## src/rtl/bus_mux_pkg.sv

```systemverilog
// Shared types and constants for the 1-master to N-slave request/acknowledge interconnect.
package bus_mux_pkg;

  typedef enum logic [1:0] {
    IDLE,
    BUSY,
    RESP,
    ERR
  } state_t;

  localparam logic CMD_READ  = 1'b0;
  localparam logic CMD_WRITE = 1'b1;

  localparam logic [31:0] ERR_DATA_DEFAULT = 32'hDEAD_BEEF;

endpackage

```

## src/rtl/bus_mux_slaves_if.sv

```systemverilog
// Bundle of master-side and slave-side signals around the interconnect.
interface bus_mux_slaves_if #(
  parameter int N          = 32,
  parameter int SLAVES_NUM = 3
);

  logic                    master_req;
  logic [N-1:0]            master_addr;
  logic                    master_cmd;
  logic [N-1:0]            master_wdata;
  logic                    master_ack;
  logic [N-1:0]            master_rdata;
  logic                    master_err;
  logic [SLAVES_NUM-1:0]   slave_req;
  logic [N-1:0]            slave_addr;
  logic                    slave_cmd;
  logic [N-1:0]            slave_wdata;
  logic [SLAVES_NUM-1:0]   slave_ack;
  logic [SLAVES_NUM*N-1:0] slave_rdata;

  // master: the interconnect itself, which masters the slave bus and answers the core.
  modport master (
    input  master_req, master_addr, master_cmd, master_wdata, slave_ack, slave_rdata,
    output master_ack, master_rdata, master_err, slave_req, slave_addr, slave_cmd, slave_wdata
  );

  // slave: the environment, i.e. the core plus the attached slaves.
  modport slave (
    output master_req, master_addr, master_cmd, master_wdata, slave_ack, slave_rdata,
    input  master_ack, master_rdata, master_err, slave_req, slave_addr, slave_cmd, slave_wdata
  );

endinterface

```

## src/rtl/bus_timeout_cnt.sv

```systemverilog
// Cycle counter that flags the last cycle before a stalled slave is abandoned.
module bus_timeout_cnt #(
  parameter int TIMEOUT = 16
) (
  input  logic clk,
  input  logic rst,
  input  logic clr,
  input  logic en,
  output logic expire
);

  localparam int CW = $clog2(TIMEOUT);

  logic [CW-1:0] cnt;

  // NOTE: sequential state is updated with non-blocking assignments only,
  // so every flop samples pre-edge values regardless of block ordering.
  always_ff @(posedge clk) begin
    if (rst || clr) begin
      cnt <= '0;
    end else if (en) begin
      cnt <= cnt + 1'b1;
    end
  end

  assign expire = en && (cnt == CW'(TIMEOUT - 1));

endmodule

```

## src/rtl/bus_mux_slaves.sv

```systemverilog
// Registered 1-master to SLAVES_NUM-slave interconnect with decode-error and timeout responses.
module bus_mux_slaves
  import bus_mux_pkg::*;
#(
  parameter int           N          = 32,
  parameter int           SEL_BITS   = 2,
  parameter int           SLAVES_NUM = 3,
  parameter int           TIMEOUT    = 16,
  parameter logic [N-1:0] ERR_DATA   = ERR_DATA_DEFAULT
) (
  input logic             clk,
  input logic             rst,
  bus_mux_slaves_if.master bus
);

  localparam logic [SEL_BITS:0]     SLV_LIM  = (SEL_BITS + 1)'(SLAVES_NUM);
  localparam logic [SLAVES_NUM-1:0] REQ_ONE  = SLAVES_NUM'(1);

  state_t                state, state_next;
  logic [SEL_BITS-1:0]   sel;
  logic [SEL_BITS-1:0]   sel_in;
  logic                  mapped;
  logic                  ack_sel;
  logic                  expire;
  logic                  accept;
  logic                  cap_ok;
  logic                  cap_err;
  logic                  cnt_clr;
  logic                  cnt_en;
  logic [SLAVES_NUM-1:0] req_next;

  assign sel_in  = bus.master_addr[N-1 -: SEL_BITS];
  assign mapped  = {1'b0, sel_in} < SLV_LIM;
  assign ack_sel = bus.slave_ack[sel];

  bus_timeout_cnt #(
    .TIMEOUT (TIMEOUT)
  ) u_timeout (
    .clk    (clk),
    .rst    (rst),
    .clr    (cnt_clr),
    .en     (cnt_en),
    .expire (expire)
  );

  always_ff @(posedge clk) begin
    if (rst) begin
      state <= IDLE;
    end else begin
      state <= state_next;
    end
  end

  // NOTE: every signal driven here gets a default first, so no path through
  // the case statement can leave one unassigned and infer a latch.
  always_comb begin
    state_next = state;
    accept     = 1'b0;
    cap_ok     = 1'b0;
    cap_err    = 1'b0;
    cnt_clr    = 1'b1;
    cnt_en     = 1'b0;
    req_next   = '0;
    unique case (state)
      IDLE: begin
        if (bus.master_req) begin
          accept = 1'b1;
          if (mapped) begin
            state_next = BUSY;
            req_next   = REQ_ONE << sel_in;
          end else begin
            state_next = ERR;
          end
        end
      end
      BUSY: begin
        cnt_clr = 1'b0;
        cnt_en  = 1'b1;
        // A real ack beats a coincident expiry.
        if (ack_sel) begin
          cap_ok     = 1'b1;
          state_next = RESP;
        end else if (expire) begin
          cap_err    = 1'b1;
          state_next = RESP;
        end else begin
          req_next = bus.slave_req;
        end
      end
      ERR: begin
        cap_err    = 1'b1;
        state_next = RESP;
      end
      RESP: begin
        state_next = IDLE;
      end
      default: begin
        state_next = IDLE;
      end
    endcase
  end

  // All outputs are flops; nothing on the input side reaches an output combinationally.
  always_ff @(posedge clk) begin
    if (rst) begin
      sel              <= '0;
      bus.slave_addr   <= '0;
      bus.slave_cmd    <= 1'b0;
      bus.slave_wdata  <= '0;
      bus.slave_req    <= '0;
      bus.master_ack   <= 1'b0;
      bus.master_rdata <= '0;
      bus.master_err   <= 1'b0;
    end else begin
      if (accept) begin
        sel             <= sel_in;
        bus.slave_addr  <= bus.master_addr;
        bus.slave_cmd   <= bus.master_cmd;
        bus.slave_wdata <= bus.master_wdata;
      end
      bus.slave_req  <= req_next;
      bus.master_ack <= (state_next == RESP);
      if (cap_ok) begin
        bus.master_rdata <= bus.slave_rdata[sel*N +: N];
        bus.master_err   <= 1'b0;
      end else if (cap_err) begin
        bus.master_rdata <= ERR_DATA;
        bus.master_err   <= 1'b1;
      end
    end
  end

endmodule

```

## src/flat_wrapper.sv

```systemverilog
// flat-port wrapper written by rule: the top's interface ports become plain ports
module bus_mux_slaves_flat import bus_mux_pkg::*;
#(
  parameter int           N          = 32,
  parameter int           SEL_BITS   = 2,
  parameter int           SLAVES_NUM = 3,
  parameter int           TIMEOUT    = 16,
  parameter logic [N-1:0] ERR_DATA   = ERR_DATA_DEFAULT
)
  (clk, rst, bus_master_req, bus_master_addr, bus_master_cmd, bus_master_wdata, bus_slave_ack, bus_slave_rdata, bus_master_ack, bus_master_rdata, bus_master_err, bus_slave_req, bus_slave_addr, bus_slave_cmd, bus_slave_wdata);
  bus_mux_slaves_if #(.N(N), .SLAVES_NUM(SLAVES_NUM)) bus_i ();
  input logic clk;
  input logic rst;
  input wire logic [$bits(bus_i.master_req)-1:0] bus_master_req;
  input wire logic [$bits(bus_i.master_addr)-1:0] bus_master_addr;
  input wire logic [$bits(bus_i.master_cmd)-1:0] bus_master_cmd;
  input wire logic [$bits(bus_i.master_wdata)-1:0] bus_master_wdata;
  input wire logic [$bits(bus_i.slave_ack)-1:0] bus_slave_ack;
  input wire logic [$bits(bus_i.slave_rdata)-1:0] bus_slave_rdata;
  output wire logic [$bits(bus_i.master_ack)-1:0] bus_master_ack;
  output wire logic [$bits(bus_i.master_rdata)-1:0] bus_master_rdata;
  output wire logic [$bits(bus_i.master_err)-1:0] bus_master_err;
  output wire logic [$bits(bus_i.slave_req)-1:0] bus_slave_req;
  output wire logic [$bits(bus_i.slave_addr)-1:0] bus_slave_addr;
  output wire logic [$bits(bus_i.slave_cmd)-1:0] bus_slave_cmd;
  output wire logic [$bits(bus_i.slave_wdata)-1:0] bus_slave_wdata;
  assign bus_i.master_req = bus_master_req;
  assign bus_i.master_addr = bus_master_addr;
  assign bus_i.master_cmd = bus_master_cmd;
  assign bus_i.master_wdata = bus_master_wdata;
  assign bus_i.slave_ack = bus_slave_ack;
  assign bus_i.slave_rdata = bus_slave_rdata;
  assign bus_master_ack = bus_i.master_ack;
  assign bus_master_rdata = bus_i.master_rdata;
  assign bus_master_err = bus_i.master_err;
  assign bus_slave_req = bus_i.slave_req;
  assign bus_slave_addr = bus_i.slave_addr;
  assign bus_slave_cmd = bus_i.slave_cmd;
  assign bus_slave_wdata = bus_i.slave_wdata;
  bus_mux_slaves #(.N(N), .SEL_BITS(SEL_BITS), .SLAVES_NUM(SLAVES_NUM), .TIMEOUT(TIMEOUT), .ERR_DATA(ERR_DATA)) u_core (.clk(clk), .rst(rst), .bus(bus_i));
endmodule
```

## config.mk

```make
export PLATFORM = sky130hd
export DESIGN_NAME = bus_mux_slaves_flat
export DESIGN_NICKNAME = d
export VERILOG_FILES = /design/src/rtl/bus_mux_pkg.sv /design/src/rtl/bus_mux_slaves_if.sv /design/src/rtl/bus_timeout_cnt.sv /design/src/rtl/bus_mux_slaves.sv /design/src/flat_wrapper.sv
export SDC_FILE = /design/constraint.sdc
export NUM_CORES = 1
export LEC_CHECK = 0
export CAP_MARGIN = 25
export CORE_AREA = 5 5 101 103
export CTS_BUF_LIST = sky130_fd_sc_hd__clkbuf_16
export CTS_CLUSTER_DIAMETER = 80
export DETAILED_ROUTE_END_ITERATION = 7
export DIE_AREA = 0 0 106 108
export DONT_BUFFER_PORTS = 1
export GPL_TIMING_DRIVEN = 0
export PLACE_DENSITY_LB_ADDON = 0.08
export RECOVER_POWER = 25
export SLEW_MARGIN = 10
export SYNTH_ARGS = -nofsm -noshare
export SYNTH_HDL_FRONTEND = slang
export SYNTH_SLANG_ARGS = --single-unit
```

## constraint.sdc

```tcl
create_clock -name clk -period 1.6 [get_ports clk]
set_input_delay 0.32 -clock clk [delete_from_list [all_inputs] [get_ports clk]]
set_output_delay 0.32 -clock clk [all_outputs]
set_load 0.02 [all_outputs]
```

==> qor.yml <==
status: "complete, but fails checks"
violations: "setup timing"
viasPerCell: 5.67
r2r_end: "u_core.bus.master_rdata[5]$_SDFFE_PP0P_"
setup_viol: 28
crit_path_end_kind: "flip-flop"
finalNonFillerCells: 689
hp-start: "bus_master_addr[2]"
hold_end: "u_core.bus.slave_addr[2]$_SDFFE_PP0P_"
fmax_mhz: 599
p_int_w: 0.00432
arrival_ns: 1.85
path_cells: "buf_8 -> mux2i_4 -> o211ai_4 -> o21ai_4 -> buf_6 -> a221oi_1"
path_delay_family: "compound AO/OA/AOI/OAI gates"
async_flop_share_pct: 0
dp_hpwl_mm: 10.6
fp.dieH_um: 108
power.switching_w: 0.00192
synth-simple-area-share_pct: 16.8
layout_min_cycle_time_ns: 1.67
maxSlewViolCount: 0
synth_top_area_share_pct: 47.4
r2r-start: "u_core.sel[0]$_SDFFE_PP0P_"
switching_share_pct: 30.7
gp_congestion: 0.785
die_x_um: 106
seqPwrFrac_pct: 52.0
synthCells: 551
rrSetupSlack_ns: -0.07
synth_flop_cell: "dfxtp_1"
ys_top_cells_by_area: "dfxtp_1 47%, a21oi_1 11%, nand2_1 11%, mux2i_1 7.0%, a221oi_2 5.6%"
worstPathRequired_ns: 1.78
clockBufferDepth: 2
hold_path_depth: 2
ys_seq_area_share_pct: 47.4
grt_pass1_vias: 3875
die_area_um2: 11400
clock_latency_ns: 0.34
grt_pass1_wl_mm: 20.7
routed-via-count: 3905
pre_cts_slack_ns: -0.536
fin_crit_sh_pct: 104
cts-root-buf: "clkbuf_16"
slew_headroom_pct: 50.9
ys_ff_latch: 108
critPathKind: "reg2reg"
yosysTopAreaCell: "dfxtp_1"
area_delta_synth_final_pct: 15.4
yosysWarnings: 0
highest_layer: "met4"
start_util_pct: 50.1
drv_cap: 0
rsz0062_at_grt: "true"
p_clk_share_pct: 33.3
crit_cells: 6
fin_worst_skew_ns: 0.0122
post_drt_wl_per_cell_um: 20.1
placed_cell_area_um2: 4720
antenna_left: 0
synth_most_common_cell: "nand2_1"
tightestPinTransition_ns: 0.736
p_total_w: 0.00623
synth-compound-area-share_pct: 21.3
worst_slack_ns: -0.0707
layout-drive-gt1-share_pct: 15.8
slowest_delay_ns: 0.41
hp-class: "in2reg"
htreeDepth: 3
firstDrtPassIters: 4
synth_area_per_cell_um2: 8.28
antenna_found_initial: 0
synth_xor_area_share_pct: 0.384
grt_max_degree: 19
place_inst: 662
drt_iter0_markers: 242
drt_wl_total_mm: 13.9
synth_fa_ha_area_share_pct: 0.274
rr_worst_depth: 6
synth_cell_types: 34
global_route.usage.total_pct: 23.0
wl_met1_mm: 5.40
grt_overflow: 0
syn_area_um2: 4560
muxShareOfSynthArea_pct: 7.32
cts_tree: "done"
io-pin-count: 269
combPwrFrac_pct: 14.7
clk_pin_slew_ns: 0.08
cp-start-kind: "flip-flop"
final_net_count: 741
synth_edf_count: 0
synth_top_family_by_area: "compound AO/OA/AOI/OAI gates"
ys_top_cells_by_count: "131 x nand2_1, 108 x dfxtp_1, 99 x a21oi_1"
drt_drc_violations_left: 0
wl_met3_mm: 1.38
core_um2: 9110
cp_max_fo: 7
postCtsHoldBufs: 0
ir_drop_mv: 0.760
cts_made_buffers: 9
port_buffers: 0
syn_nets: 719
power.density_nw_per_um2: 1180
num_rows: 35
met2WireLength_mm: 6.81
p_leak_nw: 1.90
hold_viol_final: 0
final_area_um2: 5270
cts_sinks: 108
critPathBufInv: 2
slowest_stage: "dfxtp_4"
## layout by cell type (no fill, tap or decap), types with 2 or more instances in the layout
| cell | synthesis | routed |
|---|---|---|
| buf_8 | 0 | 2 |
| and2_1 | 8 | 8 |
| dfxtp_1 | 108 | 105 |
| nand2_1 | 131 | 131 |
| nor2_1 | 39 | 38 |
| clkbuf_16 | 0 | 10 |
| a221oi_2 | 17 | 20 |
| a21oi_1 | 99 | 98 |
| buf_2 | 15 | 6 |
| dfxtp_4 | 0 | 2 |
| clkbuf_4 | 0 | 5 |
| clkinvlp_4 | 0 | 2 |
| o21ai_2 | 1 | 6 |
| a221oi_1 | 7 | 4 |
| o21ai_1 | 6 | 8 |
| o21ai_0 | 10 | 2 |
| mux2i_1 | 32 | 31 |
| clkbuf_2 | 0 | 4 |
| clkinv_4 | 0 | 3 |
| inv_1 | 28 | 27 |
| nor3_1 | 3 | 3 |
| a22o_1 | 3 | 3 |
| buf_4 | 2 | 9 |
| nand3_1 | 4 | 3 |
| clkbuf_1 | 21 | 16 |
| buf_6 | 2 | 7 |
## sequential cells by signal, indices dropped and copies added, names as in the netlist
signal	count
u_core.bus.master_err	1
u_core.state	2
u_core.bus.slave_req	3
u_core.bus.slave_wdata	32
u_core.bus.slave_cmd	1
u_core.bus.master_rdata	32
u_core.sel	2
u_core.bus.master_ack	1
u_core.bus.slave_addr	30
u_core.u_timeout.cnt	4
## metal layers
metal | GRT usage [%] | up-vias
met5 | 0 | -
met1 | 26.3 | 1818
li1 | - | 1896
met4 | 8.97 | 0
met2 | 38.9 | 167
met3 | 9.07 | 24
## area by class of cell
type / instances / area, um2
buffer: 41 / 265
clock inverter: 6 / 50.0
tap: 111 / 139
fill: 874 / 3840
multi-input combinational: 374 / 2200
timing repair buffer: 11 / 108
antenna: 1 / 2.50
sequential: 108 / 2170
clock buffer: 9 / 225
inverter: 28 / 108
## metrics by stage
| stage | hold WS (ns) | TNS, ns | utilization, % |
|---|---|---|---|
| floorplan | 0.418 | 0 | - |
| global placement | 0.433 | -14.24 | 51.8 |
| detailed placement | 0.443 | -16.80 | 51.8 |
| CTS | 0.0983 | -1.01 | 55.9 |
| global route | 0.0984 | -3.27 | 57.8 |
| finish | 0.0996 | -1.25 | 57.8 |
## how the worst max path moves through the flow
stage,from,endpoint
finish,u_core.sel[0]$_SDFFE_PP0P_,u_core.bus.master_rdata[5]$_SDFFE_PP0P_
global route,u_core.sel[0]$_SDFFE_PP0P_,u_core.bus.master_rdata[0]$_SDFFE_PP0P_
CTS,u_core.sel[0]$_SDFFE_PP0P_,u_core.bus.master_rdata[18]$_SDFFE_PP0P_
detailed placement,u_core.sel[1]$_SDFFE_PP0P_,u_core.bus.master_rdata[30]$_SDFFE_PP0P_
global placement,u_core.sel[1]$_SDFFE_PP0P_,u_core.bus.master_rdata[30]$_SDFFE_PP0P_
floorplan,u_core.sel[0]$_SDFFE_PP0P_,u_core.bus.master_rdata[12]$_SDFFE_PP0P_
## power groups by stage
stage                     clock (W)  sequential, W  combinational [W]
after detailed placement          0        0.00331           0.000812
after CTS                   0.00211        0.00325           0.000850
final                       0.00207        0.00324           0.000915
after floorplan                   0        0.00325           0.000646
after global routing        0.00222        0.00327            0.00103
after global placement            0        0.00331           0.000787
## cell families after synthesis
logic type	count (synthesis)
AND/OR/NAND/NOR	191
flip-flops	108
buffers and inverters	69
XOR/XNOR	2
multiplexers	33
AO/OA/AOI/OAI	147
adder cells (fa/ha/maj)	1
## timing repair
| action | CTS | global route |
|---|---|---|
| resized for setup | 22 | 43 |
| pin swaps | 2 | 11 |
| setup endpoints to repair | 83 | 84 |
| setup buffers | 4 | 5 |
| cloned | 0 | 2 |
No activity file was read; power rests on OpenSTA's default activity.
